===== config.mk =====
export PLATFORM = sky130hd
export DESIGN_NAME = cnt_modn
export DESIGN_NICKNAME = d
export VERILOG_FILES = /design/src/rtl/cnt_modn.sv
export SDC_FILE = /design/constraint.sdc
export NUM_CORES = 1
export LEC_CHECK = 0
export CORE_AREA = 2 2 39 41
export DETAILED_ROUTE_END_ITERATION = 12
export DIE_AREA = 0 0 41 43
export PLACE_DENSITY_LB_ADDON = 0.15
export SLEW_MARGIN = 20
export SYNTH_ARGS = -nofsm -noshare
export SYNTH_HDL_FRONTEND = slang
export SYNTH_SLANG_ARGS = --single-unit

===== constraint.sdc =====
create_clock -name Clk -period 1.8 [get_ports Clk]
set_input_delay 0.36 -clock Clk [delete_from_list [all_inputs] [get_ports Clk]]
set_output_delay 0.36 -clock Clk [all_outputs]
set_load 0.02 [all_outputs]

===== src/rtl/cnt_modn.sv =====
// Parametrised synchronous modulo-N counter with up/down, clamped load,
// wrap/saturate mode, cascade enable/terminal count, wrap pulse and sticky overflow.
module cnt_modn #(
  parameter int unsigned WIDTH    = 4,
  parameter int unsigned MODULUS  = 12,
  parameter int unsigned SATURATE = 0
) (
  input  logic             Clk,
  input  logic             MR,
  input  logic             CEP,
  input  logic             CET,
  input  logic             UP,
  input  logic             LD,
  input  logic [WIDTH-1:0] D,
  input  logic             OVF_CLR,
  output logic [WIDTH-1:0] Q,
  output logic             TC,
  output logic             C,
  output logic             OVF
);

  localparam int unsigned EXT_W = WIDTH + 1;
  localparam logic [WIDTH:0] TOP = EXT_W'(MODULUS - 1);

  generate
    if ((MODULUS < 2) || (MODULUS > (2 ** WIDTH))) begin : g_bad_modulus
      $error("cnt_modn: MODULUS must satisfy 2 <= MODULUS <= 2**WIDTH");
    end
  endgenerate

  logic [WIDTH:0]   q_ext;
  logic [WIDTH:0]   d_ext;
  logic [WIDTH-1:0] cnt_next;
  logic [WIDTH-1:0] load_val;
  logic             at_term;
  logic             count_en;
  logic             ovf_set;

  // Next-count and load values; arithmetic kept one bit wider so MODULUS=2**WIDTH wraps cleanly
  always_comb begin
    q_ext    = {1'b0, Q};
    d_ext    = {1'b0, D};
    at_term  = UP ? (q_ext == TOP) : (q_ext == '0);
    count_en = CEP & CET & ~LD;
    ovf_set  = count_en & at_term;
    load_val = (d_ext > TOP) ? WIDTH'(TOP) : D;
    cnt_next = Q;
    if (at_term) begin
      if (SATURATE == 0) begin
        cnt_next = UP ? '0 : WIDTH'(TOP);
      end
    end else begin
      cnt_next = UP ? WIDTH'(q_ext + EXT_W'(1)) : WIDTH'(q_ext - EXT_W'(1));
    end
  end

  // Cascade output: no CEP dependency so it can feed the next stage's CET directly
  assign TC = CET & at_term;

  always_ff @(posedge Clk) begin
    if (MR) begin
      Q   <= '0;
      C   <= 1'b0;
      OVF <= 1'b0;
    end else begin
      if (LD) begin
        Q <= load_val;
      end else if (count_en) begin
        Q <= cnt_next;
      end
      C   <= ovf_set;
      OVF <= ovf_set | (OVF & ~OVF_CLR);
    end
  end

endmodule


==> impl_metrics.prom, run 1 <==
# TYPE chip_impl_metric gauge
chip_impl_metric{name="grt_pass1_wl",unit="mm"} 2.304
chip_impl_metric{name="dr.first_iter.drc_count",unit=""} 19
chip_impl_metric{name="final_min_period_over_clock_period",unit=""} 1.032
chip_impl_metric{name="die_footprint",unit="um2"} 1763
chip_impl_metric{name="cts_made_buffers",unit=""} 3
chip_impl_info{name="root_buffer_cell",value="sky130_fd_sc_hd__clkbuf_4"} 1
chip_impl_info{name="cell_type_with_the_largest_total_area_after_synthesis",value="sky130_fd_sc_hd__dfxtp_1"} 1
chip_impl_metric{name="clock_pin_slew_of_the_registers_on_the_worst_case_setup_and_hold_paths",unit="ns"} 0.05
chip_impl_metric{name="critical_path_buffers_and_inverters",unit=""} 1
chip_impl_info{name="hold_path.class",value="reg -> reg"} 1
chip_impl_metric{name="final_nets",unit=""} 101
chip_impl_metric{name="hold_viol_final",unit=""} 0
chip_impl_metric{name="power.density",unit="nW/um2"} 573.8
chip_impl_metric{name="die_w",unit="um"} 41
chip_impl_metric{name="firstDrtPassIters",unit=""} 4
chip_impl_metric{name="cts_num_sinks",unit=""} 6
chip_impl_info{name="start_to_end_type_of_the_worst_setup_path",value="reg -> out"} 1
chip_impl_info{name="critPathLaunchType",value="register"} 1
chip_impl_metric{name="worst-endpoint-required",unit="ns"} 1.44
chip_impl_metric{name="syn2layout_area_growth",unit="%"} 80.59
chip_impl_metric{name="critPathMaxStageDelay",unit="ns"} 0.54
chip_impl_metric{name="synth_fp_nets",unit=""} 67
chip_impl_metric{name="finalNonFillerCells",unit=""} 101
chip_impl_metric{name="place.gp.congestion",unit=""} 0.6831
chip_impl_metric{name="synthCells",unit=""} 53
chip_impl_info{name="path_cells",value="or4_4 -> a21oi_4 -> and2_4 -> buf_6"} 1
chip_impl_metric{name="finalClockSkew",unit="ns"} 0.003560
chip_impl_metric{name="route.detailed.vias_per_inst",unit=""} 5.366
chip_impl_metric{name="grt_start_max_net_pins",unit=""} 10
chip_impl_metric{name="dpl.hpwl",unit="um"} 862.2
chip_impl_metric{name="slew_violations",unit=""} 0
chip_impl_metric{name="dp.cells",unit=""} 93
chip_impl_metric{name="post_synthesis_area_per_instance",unit="um2"} 8.876
chip_impl_metric{name="antenna-diode-count",unit=""} 0
chip_impl_metric{name="postSynth.asyncResetShare",unit=""} 0
chip_impl_metric{name="port-buffer-count",unit=""} 17
chip_impl_info{name="timing.critical_path.slowest_stage_cell",value="sky130_fd_sc_hd__or4_4"} 1
chip_impl_metric{name="num_io_pins",unit=""} 18
chip_impl_metric{name="share_of_post_route_cells_with_drive_strength_above_1",unit=""} 0.4235
chip_impl_metric{name="floorplan.rows",unit=""} 14
chip_impl_metric{name="highest_ir_drop_seen_on_vdd",unit="uV"} 302.8
chip_impl_info{name="tritoncts",value="yes"} 1
chip_impl_metric{name="postCtsHoldBufs",unit=""} 0
chip_impl_info{name="failing_checks",value="negative setup slack"} 1
chip_impl_metric{name="synthDominantCellAreaShare",unit=""} 0.2553
chip_impl_metric{name="power.total",unit="W"} 0.0004875
chip_impl_metric{name="initial_antenna_violation_count",unit=""} 0
chip_impl_metric{name="insertion_delay_of_the_later_clocked_pin_in_the_worst_skew_pair",unit="ns"} 0.24
chip_impl_metric{name="design.core.area",unit="um2"} 1384
chip_impl_info{name="timing.critical_path.max_delay_family",value="simple AND/OR/NAND/NOR gates"} 1
chip_impl_metric{name="timing.final.crit_period",unit="ns"} 1.858
chip_impl_metric{name="setup_viol",unit=""} 1
chip_impl_metric{name="routed_wire_length_per_instance",unit="um"} 13.51
chip_impl_metric{name="achievable-frequency",unit="MHz"} 538.1
chip_impl_metric{name="cts.path.max_buffers",unit=""} 2
chip_impl_metric{name="number_of_remaining_drc_errors",unit=""} 0
chip_impl_metric{name="syn_area",unit="um2"} 470.5
chip_impl_metric{name="synth-edff-count",unit=""} 0
chip_impl_info{name="synth_flop_cell",value="sky130_fd_sc_hd__dfxtp_1"} 1
chip_impl_metric{name="routed_wirelength",unit="mm"} 1.365
chip_impl_metric{name="initial_core_util",unit=""} 0.3400
chip_impl_metric{name="h-tree-depth",unit=""} 1
chip_impl_metric{name="yosysWarnings",unit=""} 0
chip_impl_metric{name="drt.antenna.violating_nets",unit=""} 0
chip_impl_metric{name="synth_sequential_area_ratio",unit=""} 0.2553
chip_impl_info{name="grt_setup_unrepaired",value="yes"} 1
chip_impl_info{name="result_of_the_run",value="finished with violations"} 1
chip_impl_metric{name="worst-endpoint-arrival",unit="ns"} 1.50
chip_impl_metric{name="power.leakage",unit="nW"} 0.3391
chip_impl_metric{name="layout_setup_ws",unit="ns"} -0.05831
chip_impl_metric{name="synth_cell_types",unit=""} 31
chip_impl_info{name="critical_path.endpoint_type",value="primary output"} 1
chip_impl_metric{name="yosys_register_bits",unit=""} 6
chip_impl_metric{name="total_gr_overflow",unit=""} 0
chip_impl_info{name="synth_top_cells_by_area",value="sky130_fd_sc_hd__dfxtp_1 (26%), sky130_fd_sc_hd__a21oi_1 (7.4%), sky130_fd_sc_hd__a211oi_1 (6.4%), sky130_fd_sc_hd__ha_1 (5.3%), sky130_fd_sc_hd__nor4b_4 (5.1%)"} 1
chip_impl_metric{name="worst_slew_pin_slew",unit="ns"} 0.3596
chip_impl_metric{name="first_global_vias",unit=""} 506
chip_impl_metric{name="crit_path_max_fanout",unit=""} 2
chip_impl_metric{name="max_cap_violations",unit=""} 0
chip_impl_info{name="netlist_top_cells_count",value="sky130_fd_sc_hd__a21oi_1 (7), sky130_fd_sc_hd__dfxtp_1 (6), sky130_fd_sc_hd__a211oi_1 (4)"} 1
chip_impl_metric{name="die_height",unit="um"} 43
chip_impl_metric{name="dr_total_vias",unit=""} 542
chip_impl_metric{name="max_slew_margin",unit=""} 0.7595
chip_impl_metric{name="global_route.usage.total",unit=""} 0.1984
chip_impl_info{name="yosys.cell_count.top_type",value="sky130_fd_sc_hd__a21oi_1"} 1
layer usage:
metal,GRT usage,share of wire,vias to the layer above
li1,-,-,268
met1,0.2662,0.45,246
met2,0.2531,0.45,20
met3,0.05236,0.054,8
met4,0.1600,0.040,0
met5,0,0,-
worst register-to-register path: stages, from the launching register on:
cell and delay, ns:
sky130_fd_sc_hd__dfxtp_1 0.33, sky130_fd_sc_hd__buf_4 0.18, sky130_fd_sc_hd__fa_2 0.58, sky130_fd_sc_hd__o21ai_1 0.06
sky130_fd_sc_hd__a211o_1 0.27, sky130_fd_sc_hd__a211oi_2 0.20
state kept, by name, summed over array words and instances (netlist names):
signal / flops
OVF: 1
C: 1
Q: 4
layout make-up:
type                            count  area [um2]
Multi-Input combinational cell     43       395.4
Sequential cell                     6       122.6
Fill cell                         122       534.3
Inverter                            2       11.26
Tap cell                           16       20.02
Clock buffer                        3       22.52
Timing Repair Buffer               31       277.8
what timing repair did:
action / in CTS / in global routing
resized for setup: 22 / 7
endpoints found under the setup margin: 4 / 5
setup buffers: 3 / 2
pin swaps: 3 / 4
path summary, 6_finish.rpt:
kind | cells past startpoint | slack [ns] | endpoint | startpoint
worst max-delay path | 4 | -0.06 | TC | Q[3]
worst min-delay path | 1 | 0.46 | OVF | OVF
worst max register to register | 5 | 0.10 | Q[1] | Q[0]
worst min register to register | 1 | 0.46 | OVF | OVF
cell usage in the layout (no fill, tap or decap), types with 2 or more instances in the layout:
cell,count
sky130_fd_sc_hd__clkbuf_4,3
sky130_fd_sc_hd__nand2_1,3
sky130_fd_sc_hd__buf_6,2
sky130_fd_sc_hd__o21ai_1,2
sky130_fd_sc_hd__nand3_1,2
sky130_fd_sc_hd__nor2_1,2
sky130_fd_sc_hd__xnor2_1,2
sky130_fd_sc_hd__ha_4,2
sky130_fd_sc_hd__clkdlybuf4s50_1,14
sky130_fd_sc_hd__or4_4,2
sky130_fd_sc_hd__buf_4,13
sky130_fd_sc_hd__dfxtp_1,4
sky130_fd_sc_hd__a21oi_2,2
sky130_fd_sc_hd__a211oi_1,3
sky130_fd_sc_hd__dfxtp_2,2
sky130_fd_sc_hd__a21oi_1,5
where the power goes:
part / switching [W] / internal (W) / total, W
logic: 0.0000955 / 0.000116 / 0.000212
registers: 0.00000836 / 0.000142 / 0.000150
clock network: 0.0000501 / 0.0000755 / 0.000126
total: 0.000154 / 0.000333 / 0.000487
kinds of logic after synthesis:
| family | share of synthesized area |
|---|---|
| AOI/OAI and AO/OA | 0.3032 |
| and+or+nand+nor | 0.2527 |
| DFF | 0.2553 |
| buffers and inverters | 0.05586 |
| adders and majority gates | 0.09574 |
| xor gates and xnor gates | 0.03724 |
per-stage QoR:
step	hold slack, ns	setup TNS, ns	utilization	cell area (um2)	setup slack (ns)
after detailed placement	0.4444	-2.199	0.5127	709.4	-0.6765
after floorplan	0.4291	0	-	470.5	0.01211
after global routing	0.4849	-0.1039	0.6139	849.6	-0.1039
after global placement	0.4370	-2.193	0.5127	709.4	-0.6853
after CTS	0.4558	-0.07185	0.5913	818.3	-0.07185
final	0.4556	-0.05831	0.6139	849.6	-0.05831
Note: power is estimated with default switching activity, not from simulation.
==> run 2: changes to the inputs <==
CAP_MARGIN = 20   (was unset)
CTS_CLUSTER_SIZE = 16   (was unset)
PLACE_DENSITY = 0.66   (was unset)
PLACE_DENSITY_LB_ADDON = unset   (was 0.15)
==> run 2 against run 1 <==
Via count is 5.2% lower. Non-clock buffer count down 4. Largest cell class unchanged. Largest power group unchanged. The flow still finishes with violations (negative setup slack). Cell area decreased by 6.8%. Routed wire length down 9.0%.
==> impl_metrics.prom, run 2 (same netlist as run 1, synthesis figures left out) <==
# TYPE chip_impl_metric gauge
chip_impl_info{name="result_of_the_run",value="finished with violations"} 1
chip_impl_info{name="failing_checks",value="negative setup slack"} 1
chip_impl_metric{name="hold_viol_final",unit=""} 0
chip_impl_info{name="top_register_by_number_of_flip_flops",value="Q"} 1
chip_impl_metric{name="total_gr_overflow",unit=""} 0
chip_impl_metric{name="worst-endpoint-required",unit="ns"} 1.44
chip_impl_metric{name="power.leakage",unit="nW"} 0.3017
chip_impl_metric{name="first_global_vias",unit=""} 467
chip_impl_metric{name="pre_cts_ws",unit="ns"} -0.6662
chip_impl_info{name="most-common-layout-cells",value="sky130_fd_sc_hd__clkdlybuf4s50_1 (15), sky130_fd_sc_hd__buf_4 (9), sky130_fd_sc_hd__a21oi_1 (7)"} 1
chip_impl_metric{name="met2WireLength",unit="um"} 591
chip_impl_info{name="timing.critical_path.max_delay_family",value="simple AND/OR/NAND/NOR gates"} 1
chip_impl_metric{name="critPathMaxStageDelay",unit="ns"} 0.54
chip_impl_metric{name="layout_setup_ws",unit="ns"} -0.04632
chip_impl_info{name="critical_path.endpoint_type",value="primary output"} 1
chip_impl_metric{name="cts.path.max_buffers",unit=""} 2
chip_impl_metric{name="routed_wirelength",unit="mm"} 1.242
chip_impl_metric{name="clockPowerShare",unit=""} 0.282
chip_impl_metric{name="finalSetupTns",unit="ns"} -0.04632
chip_impl_metric{name="floorplan.rows",unit=""} 14
chip_impl_info{name="layout.cells.most_common",value="sky130_fd_sc_hd__clkdlybuf4s50_1"} 1
chip_impl_metric{name="worst_slew_pin_slew",unit="ns"} 0.3227
chip_impl_metric{name="final_nets",unit=""} 97
chip_impl_metric{name="cts_num_sinks",unit=""} 6
chip_impl_metric{name="max_cap_violations",unit=""} 0
chip_impl_metric{name="critical_path_buffers_and_inverters",unit=""} 1
chip_impl_metric{name="antenna-diode-count",unit=""} 0
chip_impl_metric{name="routed_wire_length_per_instance",unit="um"} 12.80
chip_impl_metric{name="internal_power",unit="W"} 0.0003217
chip_impl_metric{name="dr.first_iter.drc_count",unit=""} 4
chip_impl_metric{name="wl_met1",unit="um"} 611
chip_impl_metric{name="worst-endpoint-arrival",unit="ns"} 1.49
chip_impl_metric{name="max_slew_margin",unit=""} 0.7842
chip_impl_metric{name="power_switching_share",unit=""} 0.3194
chip_impl_info{name="hold_path.class",value="reg -> reg"} 1
chip_impl_metric{name="global_route.usage.total",unit=""} 0.1752
chip_impl_metric{name="insertion_delay_of_the_later_clocked_pin_in_the_worst_skew_pair",unit="ns"} 0.25
chip_impl_metric{name="relative_contribution_of_sequential_cells_to_total_power",unit=""} 0.314
chip_impl_metric{name="initial_core_util",unit=""} 0.3400
chip_impl_metric{name="route.detailed.vias_per_inst",unit=""} 5.299
chip_impl_metric{name="dpl.hpwl",unit="um"} 894.9
chip_impl_metric{name="die_w",unit="um"} 41
chip_impl_info{name="highest_layer",value="met3"} 1
chip_impl_metric{name="design.core.area",unit="um2"} 1384
chip_impl_metric{name="h-tree-depth",unit=""} 1
chip_impl_metric{name="firstDrtPassIters",unit=""} 2
chip_impl_info{name="biggestRegsByFlops",value="Q (4), C (1), OVF (1)"} 1
chip_impl_metric{name="timing.final.crit_period",unit="ns"} 1.846
chip_impl_metric{name="setup_viol",unit=""} 1
chip_impl_metric{name="cts_made_buffers",unit=""} 3
chip_impl_info{name="timing.critical_path.slowest_stage_cell",value="sky130_fd_sc_hd__or4_4"} 1
chip_impl_metric{name="power_switching",unit="W"} 0.0001510
chip_impl_metric{name="initial_antenna_violation_count",unit=""} 0
chip_impl_info{name="root_buffer_cell",value="sky130_fd_sc_hd__clkbuf_4"} 1
chip_impl_metric{name="number_of_remaining_drc_errors",unit=""} 0
chip_impl_info{name="start_to_end_type_of_the_worst_setup_path",value="reg -> out"} 1
chip_impl_metric{name="clock_pin_slew_of_the_registers_on_the_worst_case_setup_and_hold_paths",unit="ns"} 0.05
chip_impl_metric{name="drt.antenna.violating_nets",unit=""} 0
chip_impl_metric{name="highest_ir_drop_seen_on_vdd",unit="uV"} 343.9
chip_impl_metric{name="die_height",unit="um"} 43
chip_impl_metric{name="power.total",unit="W"} 0.0004726
chip_impl_metric{name="port-buffer-count",unit=""} 17
chip_impl_metric{name="syn2layout_area_growth",unit="%"} 68.35
chip_impl_metric{name="finalClockSkew",unit="ns"} 0.002469
chip_impl_metric{name="grt_pass1_wl",unit="mm"} 2.070
chip_impl_metric{name="p_comb_frac",unit=""} 0.404
chip_impl_info{name="critPathLaunchType",value="register"} 1
chip_impl_metric{name="num_io_pins",unit=""} 18
chip_impl_metric{name="share_of_post_route_cells_with_drive_strength_above_1",unit=""} 0.3457
chip_impl_metric{name="die_footprint",unit="um2"} 1763
chip_impl_metric{name="achievable-frequency",unit="MHz"} 541.6
chip_impl_metric{name="met3_length",unit="um"} 39
chip_impl_metric{name="grt_start_max_net_pins",unit=""} 10
chip_impl_metric{name="largest_register_ff_count",unit=""} 4
chip_impl_info{name="path_cells",value="or4_4 -> a21oi_4 -> and2_4 -> buf_6"} 1
chip_impl_info{name="tritoncts",value="yes"} 1
chip_impl_metric{name="final_min_period_over_clock_period",unit=""} 1.026
chip_impl_metric{name="dr_total_vias",unit=""} 514
chip_impl_metric{name="slew_violations",unit=""} 0
chip_impl_metric{name="postCtsHoldBufs",unit=""} 0
chip_impl_info{name="grt_setup_unrepaired",value="yes"} 1
chip_impl_metric{name="crit_path_max_fanout",unit=""} 2
chip_impl_metric{name="power.density",unit="nW/um2"} 596.7
chip_impl_metric{name="place.gp.congestion",unit=""} 0.7273
[run 2: cell types whose count changed in the layout (fill, tap and decap cells not counted)]
cell	before	now
sky130_fd_sc_hd__o21ai_1	2	1
sky130_fd_sc_hd__dfxtp_1	4	5
sky130_fd_sc_hd__a2111oi_2	0	1
sky130_fd_sc_hd__a21oi_2	2	0
sky130_fd_sc_hd__dlymetal6s2s_1	1	0
sky130_fd_sc_hd__a2111oi_4	1	0
sky130_fd_sc_hd__or4_4	2	1
sky130_fd_sc_hd__a21oi_1	5	7
sky130_fd_sc_hd__o21ai_0	0	1
sky130_fd_sc_hd__clkdlybuf4s50_1	14	15
sky130_fd_sc_hd__dfxtp_2	2	1
sky130_fd_sc_hd__or4_1	0	1
sky130_fd_sc_hd__buf_4	13	9
[run 2: what timing repair did]
action                     CTS  global route
pin swaps                    2             3
setup buffers                2             0
setup endpoints to repair    4             4
resized for setup           16             5
[run 2: worst paths after layout]
| path | from | endpoint | slack (ns) | depth (start not counted) |
|---|---|---|---|---|
| worst max-delay path | Q[3] | TC | -0.05 | 4 |
| worst min-delay path | OVF | OVF | 0.45 | 1 |
| worst max register to register | Q[0] | Q[1] | 0.16 | 5 |
| worst min register to register | OVF | OVF | 0.45 | 1 |
[run 2: power by group through the flow]
| stage | clock, W | sequential (W) | combinational [W] |
|---|---|---|---|
| 3_3_place_gp | 0 | 0.000150 | 0.000167 |
| 6_report | 0.000133 | 0.000149 | 0.000191 |
| 2_1_floorplan | 0 | 0.000164 | 0.0000797 |
| 4_1_cts | 0.000138 | 0.000148 | 0.000186 |
| 3_5_place_dp | 0 | 0.000150 | 0.000168 |
| 5_1_grt | 0.000143 | 0.000150 | 0.000210 |
[run 2: metal layers]
metal	track usage	vias to the layer above
met4	0.1200	0
met5	0	-
met1	0.2403	243
met3	0.03141	0
met2	0.2375	9
li1	-	262
[run 2: final cells by class]
type	count	area, um2
inverter	2	11.26
multi-input combinational	43	371.6
timing repair buffer	27	245.2
fill	132	591.8
tap	16	20.02
sequential	6	121.4
clock buffer	3	22.52
[run 2: stage by stage]
stage               hold slack [ns]  cells  instance area (um2)    util
CTS                          0.4506     97                784.5  0.5669
detailed placement           0.4465     92                701.9  0.5072
global route                 0.4902     97                792.0  0.5723
floorplan                    0.4291     53                470.5       -
finish                       0.4507     97                792.0  0.5723
global placement             0.4329     92                701.9  0.5072
==> run 3: changes to the inputs <==
ABC_AREA = 1   (was unset)
PLACE_DENSITY = 0.64   (was 0.66)
==> run 3 against run 2 <==
The flow now finishes without violations. First-iteration DRC count is 75% higher. Setup slack better by 0.20 ns. Via count is 1.8% higher. Clock skew hardly changed. Critical endpoint unchanged. Synthesized cell count is 34% higher.
==> impl_metrics.prom, run 3 <==
# TYPE chip_impl_metric gauge
chip_impl_metric{name="worst_slew_pin_slew",unit="ns"} 0.2354
chip_impl_info{name="startpoint",value="Q[3]"} 1
chip_impl_info{name="top_register_by_number_of_flip_flops",value="Q"} 1
chip_impl_metric{name="reg2reg_depth",unit=""} 7
chip_impl_info{name="root_buffer_cell",value="sky130_fd_sc_hd__clkbuf_4"} 1
chip_impl_metric{name="drt.antenna.violating_nets",unit=""} 0
chip_impl_metric{name="dr_total_vias",unit=""} 523
chip_impl_metric{name="postCtsHoldBufs",unit=""} 0
chip_impl_info{name="worstHoldStart",value="OVF"} 1
chip_impl_info{name="regToRegStartpoint",value="Q[0]"} 1
chip_impl_metric{name="relative_contribution_of_sequential_cells_to_total_power",unit=""} 0.336
chip_impl_metric{name="finalSetupTns",unit="ns"} 0
chip_impl_metric{name="final_min_period_over_clock_period",unit=""} 0.9166
chip_impl_metric{name="layout.filler_cells",unit=""} 137
chip_impl_metric{name="p_comb_frac",unit=""} 0.388
chip_impl_metric{name="internal_power",unit="W"} 0.0003037
chip_impl_metric{name="max_cap_violations",unit=""} 0
chip_impl_info{name="grt_setup_unrepaired",value="no"} 1
chip_impl_metric{name="finalClockSkew",unit="ns"} 0.002402
chip_impl_metric{name="route.detailed.vias_per_inst",unit=""} 4.358
chip_impl_metric{name="achievable-frequency",unit="MHz"} 606.1
chip_impl_metric{name="power.density",unit="nW/um2"} 563.1
chip_impl_metric{name="routed_wirelength",unit="mm"} 1.125
chip_impl_metric{name="cts_made_buffers",unit=""} 3
chip_impl_metric{name="num_io_pins",unit=""} 18
chip_impl_metric{name="routed_wire_length_per_instance",unit="um"} 9.375
chip_impl_metric{name="critical_path_buffers_and_inverters",unit=""} 3
chip_impl_metric{name="share_of_post_route_cells_with_drive_strength_above_1",unit=""} 0.2212
chip_impl_metric{name="grt_pass1_wl",unit="mm"} 1.938
chip_impl_metric{name="floorplan.rows",unit=""} 14
chip_impl_metric{name="r2r_setup_slack",unit="ns"} 0.30
chip_impl_metric{name="h-tree-depth",unit=""} 1
chip_impl_metric{name="port-buffer-count",unit=""} 17
chip_impl_metric{name="worst-endpoint-arrival",unit="ns"} 1.29
chip_impl_metric{name="setup_viol",unit=""} 0
chip_impl_metric{name="post_synthesis_area_per_instance",unit="um2"} 6.415
chip_impl_metric{name="antenna-diode-count",unit=""} 0
chip_impl_metric{name="highest_ir_drop_seen_on_vdd",unit="uV"} 283.7
chip_impl_info{name="netlist_top_cells_count",value="sky130_fd_sc_hd__nand2_1 (20), sky130_fd_sc_hd__inv_1 (16), sky130_fd_sc_hd__dfxtp_1 (6)"} 1
chip_impl_info{name="timing.critical_path.max_delay_family",value="simple AND/OR/NAND/NOR gates"} 1
chip_impl_metric{name="clock_pin_slew_of_the_registers_on_the_worst_case_setup_and_hold_paths",unit="ns"} 0.04
chip_impl_metric{name="hold_viol_final",unit=""} 0
chip_impl_info{name="cell_type_with_the_largest_total_area_after_synthesis",value="sky130_fd_sc_hd__dfxtp_1"} 1
chip_impl_metric{name="finalCoreUtilization",unit=""} 0.5543
chip_impl_metric{name="multi_input_comb_area",unit="um2"} 271.5
chip_impl_metric{name="power.total",unit="W"} 0.0004319
chip_impl_metric{name="initial_core_util",unit=""} 0.3291
chip_impl_info{name="synth_top_cells_by_area",value="sky130_fd_sc_hd__dfxtp_1 (26%), sky130_fd_sc_hd__nand2_1 (16%), sky130_fd_sc_hd__inv_1 (13%), sky130_fd_sc_hd__ha_1 (5.5%), sky130_fd_sc_hd__fa_1 (4.4%)"} 1
chip_impl_metric{name="power_switching_share",unit=""} 0.2968
chip_impl_info{name="path_cells",value="buf_4 -> nor2_1 -> nand4_2 -> nand2_1 -> inv_1 -> nor2_2 -> buf_4"} 1
chip_impl_metric{name="syn_area",unit="um2"} 455.4
chip_impl_metric{name="cts.path.max_buffers",unit=""} 2
chip_impl_metric{name="first_global_vias",unit=""} 487
chip_impl_info{name="critical_path.endpoint_type",value="primary output"} 1
chip_impl_metric{name="yosys_register_bits",unit=""} 6
chip_impl_info{name="critical-path-top-cell-by-count",value="sky130_fd_sc_hd__buf_4"} 1
chip_impl_metric{name="slew_violations",unit=""} 0
chip_impl_metric{name="max_slew_margin",unit=""} 0.8428
chip_impl_info{name="timing.hold.worst_endpoint",value="OVF"} 1
chip_impl_metric{name="final_nets",unit=""} 120
chip_impl_metric{name="firstDrtPassIters",unit=""} 4
chip_impl_metric{name="worst-endpoint-required",unit="ns"} 1.44
chip_impl_metric{name="critPathMaxStageDelay",unit="ns"} 0.33
chip_impl_metric{name="place.gp.congestion",unit=""} 0.7769
chip_impl_metric{name="synthDominantCellAreaShare",unit=""} 0.2637
chip_impl_metric{name="die_w",unit="um"} 41
chip_impl_metric{name="crit_path_max_fanout",unit=""} 3
chip_impl_metric{name="dpl.hpwl",unit="um"} 965.1
chip_impl_metric{name="synth_sequential_area_ratio",unit=""} 0.2637
chip_impl_metric{name="hold_path_stages",unit=""} 2
chip_impl_metric{name="power.leakage",unit="nW"} 0.4223
chip_impl_metric{name="cts_num_sinks",unit=""} 6
chip_impl_info{name="layout.cells.most_common",value="sky130_fd_sc_hd__nand2_1"} 1
chip_impl_info{name="yosys.cell_count.top_type",value="sky130_fd_sc_hd__nand2_1"} 1
chip_impl_metric{name="design.core.area",unit="um2"} 1384
chip_impl_metric{name="layout_setup_ws",unit="ns"} 0.1501
chip_impl_metric{name="synthCells",unit=""} 71
chip_impl_metric{name="synth_cell_types",unit=""} 21
chip_impl_info{name="timing.rr.end",value="Q[1]"} 1
chip_impl_metric{name="power_switching",unit="W"} 0.0001282
chip_impl_metric{name="synth_fp_nets",unit=""} 85
chip_impl_info{name="hold_path.class",value="reg -> reg"} 1
chip_impl_info{name="start_to_end_type_of_the_worst_setup_path",value="reg -> out"} 1
chip_impl_metric{name="syn2layout_area_growth",unit="%"} 68.41
chip_impl_metric{name="grt_start_max_net_pins",unit=""} 6
chip_impl_metric{name="synth-edff-count",unit=""} 0
chip_impl_metric{name="initial_antenna_violation_count",unit=""} 0
chip_impl_metric{name="total_gr_overflow",unit=""} 0
chip_impl_metric{name="insertion_delay_of_the_later_clocked_pin_in_the_worst_skew_pair",unit="ns"} 0.24
chip_impl_metric{name="number_of_remaining_drc_errors",unit=""} 0
chip_impl_metric{name="die_height",unit="um"} 43
chip_impl_info{name="critPathLaunchType",value="register"} 1
chip_impl_metric{name="yosysWarnings",unit=""} 0
chip_impl_info{name="result_of_the_run",value="finished, final reports clean"} 1
chip_impl_metric{name="timing.final.crit_period",unit="ns"} 1.650
chip_impl_metric{name="die_footprint",unit="um2"} 1763
chip_impl_metric{name="postSynth.asyncResetShare",unit=""} 0
chip_impl_info{name="biggestRegsByFlops",value="Q (4), C (1), OVF (1)"} 1
chip_impl_metric{name="layout.area.seq",unit="um2"} 120.1
chip_impl_metric{name="dr.first_iter.drc_count",unit=""} 7
chip_impl_info{name="most-common-layout-cells",value="sky130_fd_sc_hd__nand2_1 (20), sky130_fd_sc_hd__inv_1 (16), sky130_fd_sc_hd__buf_4 (14)"} 1
chip_impl_metric{name="largest_register_ff_count",unit=""} 4
chip_impl_metric{name="global_route.usage.total",unit=""} 0.1658
chip_impl_info{name="synth_flop_cell",value="sky130_fd_sc_hd__dfxtp_1"} 1
chip_impl_info{name="timing.critical_path.slowest_stage_cell",value="sky130_fd_sc_hd__dfxtp_1"} 1
chip_impl_metric{name="clockPowerShare",unit=""} 0.276
chip_impl_metric{name="pre_cts_ws",unit="ns"} -0.5838
chip_impl_info{name="tritoncts",value="yes"} 1
==> run 3: cell types whose count changed after synthesis, sizes merged, moves of 3 or more <==
cell / delta
nor2: +4
inv: +15
a211oi: -4
o21ai: +3
nand2: +17
a21oi: -6
==> run 3: through the flow <==
stage	cell area, um2	hold slack (ns)	std cells
finish	767.0	0.4762	120
detailed placement	743.2	0.4608	117
floorplan	455.4	0.4291	71
global route	767.0	0.5023	120
CTS	762.0	0.4766	120
global placement	743.2	0.4545	117
==> run 3: timing repair <==
action,4_1_cts,5_1_grt
resized for setup,6,2
setup endpoints to repair,3,2
setup buffers,0,0
==> run 3: worst min-delay path, stage by stage, from the launching register on <==
cell and delay, ns:
sky130_fd_sc_hd__dfxtp_1 0.31, sky130_fd_sc_hd__inv_1 0.05, sky130_fd_sc_hd__o31ai_1 0.06
==> run 3: worst max-delay path by stage <==
stage | depth (start not counted) | to
after global routing | 7 | TC
after CTS | 3 | Q[0]
after global placement | 7 | TC
after detailed placement | 7 | TC
after floorplan | 5 | TC
final | 7 | TC
==> run 3: power by group through the flow <==
| stage | Clock [W] | Sequential, W | Combinational [W] |
|---|---|---|---|
| 3_3_place_gp | 0 | 0.000148 | 0.000168 |
| 2_1_floorplan | 0 | 0.000160 | 0.0000653 |
| 5_1_grt | 0.000135 | 0.000146 | 0.000186 |
| 6_report | 0.000119 | 0.000145 | 0.000167 |
| 3_5_place_dp | 0 | 0.000148 | 0.000170 |
| 4_1_cts | 0.000125 | 0.000145 | 0.000170 |
==> run 3: cells by family (layout without fill, tap and decap cells) <==
logic type,after synthesis,in the layout,synth area share
compound gates,10,10,0.1236
buf+inv,17,50,0.1401
xor+xnor,1,1,0.01923
simple gates,34,34,0.3544
flops,6,6,0.2637
fa+ha+maj,3,3,0.09889
==> run 3: layout make-up <==
type	count	share of cell area
clock buffer	3	0.02936
tap	16	0.02610
inverter	17	0.08320
multi-input combinational	48	0.3540
timing repair buffer	30	0.3507
sequential	6	0.1566
==> run 3: routing by layer <==
layer  GRT usage  vias up  part of all wire
li1            -      287                 -
met1      0.2194      220              0.47
met2      0.2375       13              0.46
met3     0.03141        3             0.053
met4      0.1000        0             0.020
met5           0        -                 0
